`src/rtl/intr_ctrl.sv`:
```
// intr_ctrl: vectored interrupt controller with prioritised, maskable, edge-triggered sources and nested service
module intr_ctrl #(
  parameter int NUM_IRQ = 4,
  parameter int NEST_DEPTH = 2,
  parameter int ADDR_W = 8,
  parameter int VEC_BASE = 1,
  parameter logic [NUM_IRQ-1:0] MASK_RST = '1,
  localparam int IDW = (NUM_IRQ > 1) ? $clog2(NUM_IRQ) : 1,
  localparam int DW = $clog2(NEST_DEPTH + 1)
) (
  input  logic               clk,
  input  logic               reset,
  input  logic [NUM_IRQ-1:0] irq,
  input  logic               mask_we,
  input  logic [NUM_IRQ-1:0] mask_data,
  input  logic               pipe_ready,
  input  logic               intr_ack,
  input  logic               rti,
  output logic               intr_req,
  output logic [IDW-1:0]     intr_id,
  output logic [ADDR_W-1:0]  vec_addr,
  output logic               intr_active,
  output logic [DW-1:0]      depth,
  output logic [NUM_IRQ-1:0] pending,
  output logic [NUM_IRQ-1:0] mask
);
  typedef enum logic {IDLE, REQ} state_t;
  state_t r_state, w_next;
  logic [NUM_IRQ-1:0] r_irq_q, r_pend, r_mask, w_elig, w_clr;
  logic [IDW-1:0] r_id, w_top, w_best;
  logic [DW-1:0] r_depth, w_slot;
  logic [IDW-1:0] r_stack [NEST_DEPTH];
  logic w_any, w_push, w_pop;
  always_comb begin
    w_top = '0;
    for (int j = 0; j < NEST_DEPTH; j++) w_top = (DW'(j + 1) == r_depth) ? r_stack[j] : w_top;
  end
  always_comb begin
    w_elig = '0;
    w_best = '0;
    for (int i = NUM_IRQ - 1; i >= 0; i--) begin
      w_elig[i] = r_pend[i] & r_mask[i] & (r_depth == '0 || IDW'(i) < w_top) & (r_depth != DW'(NEST_DEPTH));
      w_best = w_elig[i] ? IDW'(i) : w_best;
    end
  end
  assign w_any  = |w_elig;
  assign w_push = (r_state == REQ) && intr_ack;
  assign w_pop  = rti && (r_depth != '0);
  assign w_slot = r_depth - DW'(w_pop);
  assign w_clr  = w_push ? (NUM_IRQ'(1) << r_id) : '0;
  always_comb begin
    w_next = r_state;
    w_next = (r_state == IDLE) ? ((w_any && pipe_ready) ? REQ : IDLE) : (intr_ack ? IDLE : REQ);
  end
  always_ff @(posedge clk) begin
    if (reset) begin
      r_state <= IDLE;
      r_irq_q <= '0;
      r_pend  <= '0;
      r_mask  <= MASK_RST;
      r_id    <= '0;
      r_depth <= '0;
      for (int j = 0; j < NEST_DEPTH; j++) r_stack[j] <= '0;
    end else begin
      r_state <= w_next;
      r_irq_q <= irq;
      r_pend  <= (r_pend & ~w_clr) | (irq & ~r_irq_q);
      if (mask_we) r_mask <= mask_data;
      if (r_state == IDLE && w_next == REQ) r_id <= w_best;
      r_depth <= r_depth + DW'(w_push) - DW'(w_pop);
      for (int j = 0; j < NEST_DEPTH; j++)
        if (w_push && DW'(j) == w_slot) r_stack[j] <= r_id;
    end
  end
  assign intr_req    = (r_state == REQ);
  assign intr_id     = r_id;
  assign vec_addr    = ADDR_W'(VEC_BASE) + ADDR_W'(r_id);
  assign intr_active = (r_depth != '0);
  assign depth       = r_depth;
  assign pending     = r_pend;
  assign mask        = r_mask;
endmodule
```
`config.mk`:
```
export PLATFORM = sky130hd
export DESIGN_NAME = intr_ctrl
export DESIGN_NICKNAME = d
export VERILOG_FILES = /design/src/rtl/intr_ctrl.sv
export SDC_FILE = /design/constraint.sdc
export NUM_CORES = 1
export LEC_CHECK = 0
export BUFFER_PORTS_ARGS = -buffer_cell sky130_fd_sc_hd__buf_2
export CORE_MARGIN = 3
export CORE_UTILIZATION = 42
export CTS_CLUSTER_DIAMETER = 150
export CTS_CLUSTER_SIZE = 20
export DETAILED_ROUTE_END_ITERATION = 12
export PLACE_DENSITY = 0.73
export SLEW_MARGIN = 30
export SYNTH_ARGS = -nofsm -noshare
export SYNTH_HDL_FRONTEND = slang
export SYNTH_SLANG_ARGS = --single-unit
```
`constraint.sdc`:
```
create_clock -name clk -period 1.5 [get_ports clk]
set_input_delay 0.15 -clock clk [delete_from_list [all_inputs] [get_ports clk]]
set_output_delay 0.15 -clock clk [all_outputs]
set_load 0.005 [all_outputs]
```
==> implementation parameters <==
Parameter                              Value

Route
  Number of DRC markers after the initial detailed-route iteration ... 3
  Total via count in the routed design ... 790
  Via/cell ratio ... 4.79
  1st-pass router iterations ... 4
  Count of antenna-violating nets left after detailed routing ... 0
  Routed wire length per instance ... about 12 µm
  DRC violations left ... 0
  Final wirelength ... 2000 µm

Worst setup path
  Launching element type of the critical path ... register
  Category of the critical setup timing path ... reg2reg
  Source of the worst register-to-register timing path ... depth[0]
  Cells traversed along the worst timing path ... or2_4, and2_4, ha_4, inv_2, ha_4, xnor2_2, xnor2_1, nor2_1
  Worst-path maximum fanout ... 2
  Worst flop-to-flop path endpoint ... depth[1]
  Library cell appearing most often on the critical path ... sky130_fd_sc_hd__ha_4
  Slowest stage cell on the critical path ... sky130_fd_sc_hd__dfxtp_4
  R2R depth ... 8
  Reg-to-reg setup timing slack ... -90 ps
  CP arrival ... 1780 ps
  Element type at the critical path end ... register
  Delay of the slowest cell on the worst path ... approximately 350 ps
  Required arrival time at the worst endpoint ... 1690 ps

Timing
  Worst setup margin ... -85.9 ps
  Maximum clock frequency ... 631 MHz
  Setup-failing EPs final ... 4
  Number of hold violations in the final report ... 0
  Setup total negative slack ... -230 ps
  RSZ-0062 raised after global routing ... yes
  Share of the cycle needed by the critical path after routing ... 106%
  Min Clock Period, post-route ... roughly 1600 ps
  Setup clock skew after layout ... around 9.3 ps
  Final Slew Violations ... 0

Status
  Violated checks ... setup timing
  Status ... finished with violations

Power and ir drop
  Proportion of power drawn by flip-flops and latches ... between 40% and 50%
  Overall power consumption ... approximately 0.0014 W
  Switching share of power ... a little under a third
  Psw ... around 0.00043 W
  Share of total power in the clock network ... 20.1%
  Max rail drop VDD ... a little over 0.7 mV
  Pint ... around 0.00092 W
  Power density cells ... between 1000 and 1500 mW/mm²
  Leakage Power ... around 0.57 nW
  Gate power share ... around a third

Clock network
  TritonCTS clock tree ... yes
  Buffer depth of the longest clock path ... 2
  Clock Root Buffer ... sky130_fd_sc_hd__clkbuf_4
  CTS hold repair buffers ... 0
  Clock slew seen by the registers of the worst setup and hold paths ... approximately 120 ps
  Clock latency at the later pin of the worst-skew pair ... 310 ps
  TritonCTS buffer count ... 3
  H-Tree Depth ... 1
  Num Clock Sinks ... 19

Floorplanning
  X dimension of the die ... around 54 µm
  Area of the core ... a little over 0.002 mm²
  Row Count ... 16
  Initial core utilization ... 46.6%
  Die area ... around 0.0029 mm²
  I/O pin count ... 36
  Die H ... approximately 54 µm

Flow run
  Max capacitance violation total ... 0

Logic synthesis
  Most used flip-flop cell after synthesis ... sky130_fd_sc_hd__dfxtp_1
  Cell type contributing the most total cell area after synthesis ... sky130_fd_sc_hd__dfxtp_1
  Number of enable-type register cells in the synthesized netlist ... 2
  Number of flip-flops and latches in the synthesized netlist ... 19
  Syn. warnings ... 0
  Post-synthesis async set-or-reset flop share ... 0%
  Sequential-to-total area share from yosys stat ... approximately 42%
  Most used standard cells in the synthesized netlist ... 17 x sky130_fd_sc_hd__dfxtp_1, 13 x sky130_fd_sc_hd__nand2_1, 10 x sky130_fd_sc_hd__nor2b_1
  Top cells by area, synth ... sky130_fd_sc_hd__dfxtp_1 36%, sky130_fd_sc_hd__ha_1 9.2%, sky130_fd_sc_hd__nor2b_1 6.6%
  Number of distinct library cells after synthesis ... 27
  Cell with the most instances after synthesis ... sky130_fd_sc_hd__dfxtp_1
  Area share of the largest cell type after synthesis ... a little over a third
  Summed instance area of the synthesized netlist ... roughly 950 µm²
  Mean instance size in the synthesized netlist ... ~9.3 µm²
  Post-Synthesis Cells ... around 100

Place
  I/O Buffers ... 30
  Post-DP HPWL ... 1620 µm
  Post-Place Setup Slack ... -97.0 ps
  RePlAce Congestion ... 0.806
  Standard cell area after detailed placement ... approximately 0.0012 mm²

Cells and area
  Final non-filler cell area ... between 0.001 and 0.0015 mm²
  Fraction of layout instances using a drive strength above 1 ... between 30% and 40%
  Count of nets after finishing ... 160
  Total area of multi-input combinational cells ... 547 µm²
  Area taken by flip-flops and latches ... around 400 µm²
  Area growth from synthesis to layout ... 30.0%
  Filler cells ... 179
  Antenna fix cells ... 0

Global route
  Number of antenna violations at the first check in global routing ... 0
  Aggregate global-route resource usage ... between 10% and 20%
  Wire length of the first global-routing pass ... between 3000 and 4000 µm
  Number of global-route vias before repair ... 775
  Maximum number of pins on one net before global-route repair ... 16
  Total overflow reported by the global router ... 0

Worst hold path
  WHS Endpoint ... mask[3]
  Hold path start ... mask_data[3]
  Hold crit path type ... in2reg
  Depth of the worst hold-timing path ... 3
## sequential cells by signal, summed over array words and instances, names as in the netlist
signal,flops
pending,4
intr_id,2
r_stack,2
r_irq_q,4
mask,4
intr_req,1
depth,2
## how the worst max path moves through the flow
stage | start | to | slack (ps) | depth (start not counted)
final | depth[0] | depth[1] | -90 | 8
after floorplan | depth[0] | depth[1] | -110 | 8
after CTS | depth[0] | depth[1] | -90 | 8
after detailed placement | depth[0] | depth[1] | -100 | 8
after global placement | depth[0] | depth[1] | -60 | 8
after global routing | depth[1] | depth[1] | -150 | 8
## worst max-delay path: cells and delay by family (launching register included)
kind          cells  cell delay [ps]
simple gates      3              430
flops             1              350
fa+ha+maj         2              410
buf+inv           1               40
xor+xnor          2              250
## routing by layer
| layer | share of wire [%] | routed length [µm] | vias to the layer above | track usage (%) |
|---|---|---|---|---|
| li1 | - | - | 400 | - |
| met1 | 44 | 871 | 355 | 20.2 |
| met2 | 47 | 937 | 31 | 28.8 |
| met3 | 7.3 | 146 | 4 | 2.49 |
| met4 | 2.2 | 43 | 0 | 7.23 |
| met5 | 0 | 0 | - | 0 |
## timing repair
action,CTS,global route
setup endpoints to repair,7,7
setup buffers,0,0
resized for setup,4,0
pin swaps,3,1
## per-stage QoR
stage	hold WS (ps)	cells	util, %
2_1_floorplan	222	106	-
3_3_place_gp	368	161	58.2
3_5_place_dp	372	161	58.2
4_1_cts	41.4	165	60.5
5_1_grt	65.1	165	60.5
6_report	50.7	165	60.5
## placed cells by master, fill, tap and decap left out, types with 2 or more instances in the layout
master	count
sky130_fd_sc_hd__buf_2	30
sky130_fd_sc_hd__dfxtp_1	15
sky130_fd_sc_hd__nand2_1	12
sky130_fd_sc_hd__nor2b_1	10
sky130_fd_sc_hd__inv_1	6
sky130_fd_sc_hd__a21oi_1	6
sky130_fd_sc_hd__nor2_1	6
sky130_fd_sc_hd__buf_4	6
sky130_fd_sc_hd__mux2i_1	5
sky130_fd_sc_hd__ha_1	5
sky130_fd_sc_hd__conb_1	5
sky130_fd_sc_hd__clkbuf_4	3
sky130_fd_sc_hd__xnor2_2	2
sky130_fd_sc_hd__nor3_1	2
sky130_fd_sc_hd__ha_4	2
sky130_fd_sc_hd__edfxtp_1	2
## power groups by stage
| stage | Clock (W) | Sequential (W) | Combinational, W |
|---|---|---|---|
| after global routing | 0.000303 | 0.000616 | 0.000537 |
| after CTS | 0.000287 | 0.000609 | 0.000482 |
| after global placement | 0 | 0.000616 | 0.000441 |
| after floorplan | 0 | 0.000633 | 0.000270 |
| final | 0.000273 | 0.000608 | 0.000477 |
| after detailed placement | 0 | 0.000620 | 0.000456 |
## logic make-up (layout without fill, tap and decap cells)
group	count (synthesis)	after routing	synth area share, %
AND/OR/NAND/NOR	41	41	22.4
flip-flops	19	19	42.1
buffers and inverters	15	47	7.90
AO/OA/AOI/OAI	11	11	10.0
adder cells (fa/ha/maj)	7	7	9.21
multiplexers	5	5	5.26
XOR/XNOR	3	3	2.76
other	1	5	0.394
## cell type report
type | count | area share (%)
multi-input cells | 72 | 44.2
clock inverters | 1 | 0.506
well taps | 27 | 2.73
inverters | 7 | 2.13
repair buffers | 36 | 15.8
clock buffers | 3 | 1.82
flip-flops and latches | 19 | 32.8
(Power assumes the default switching activity.)
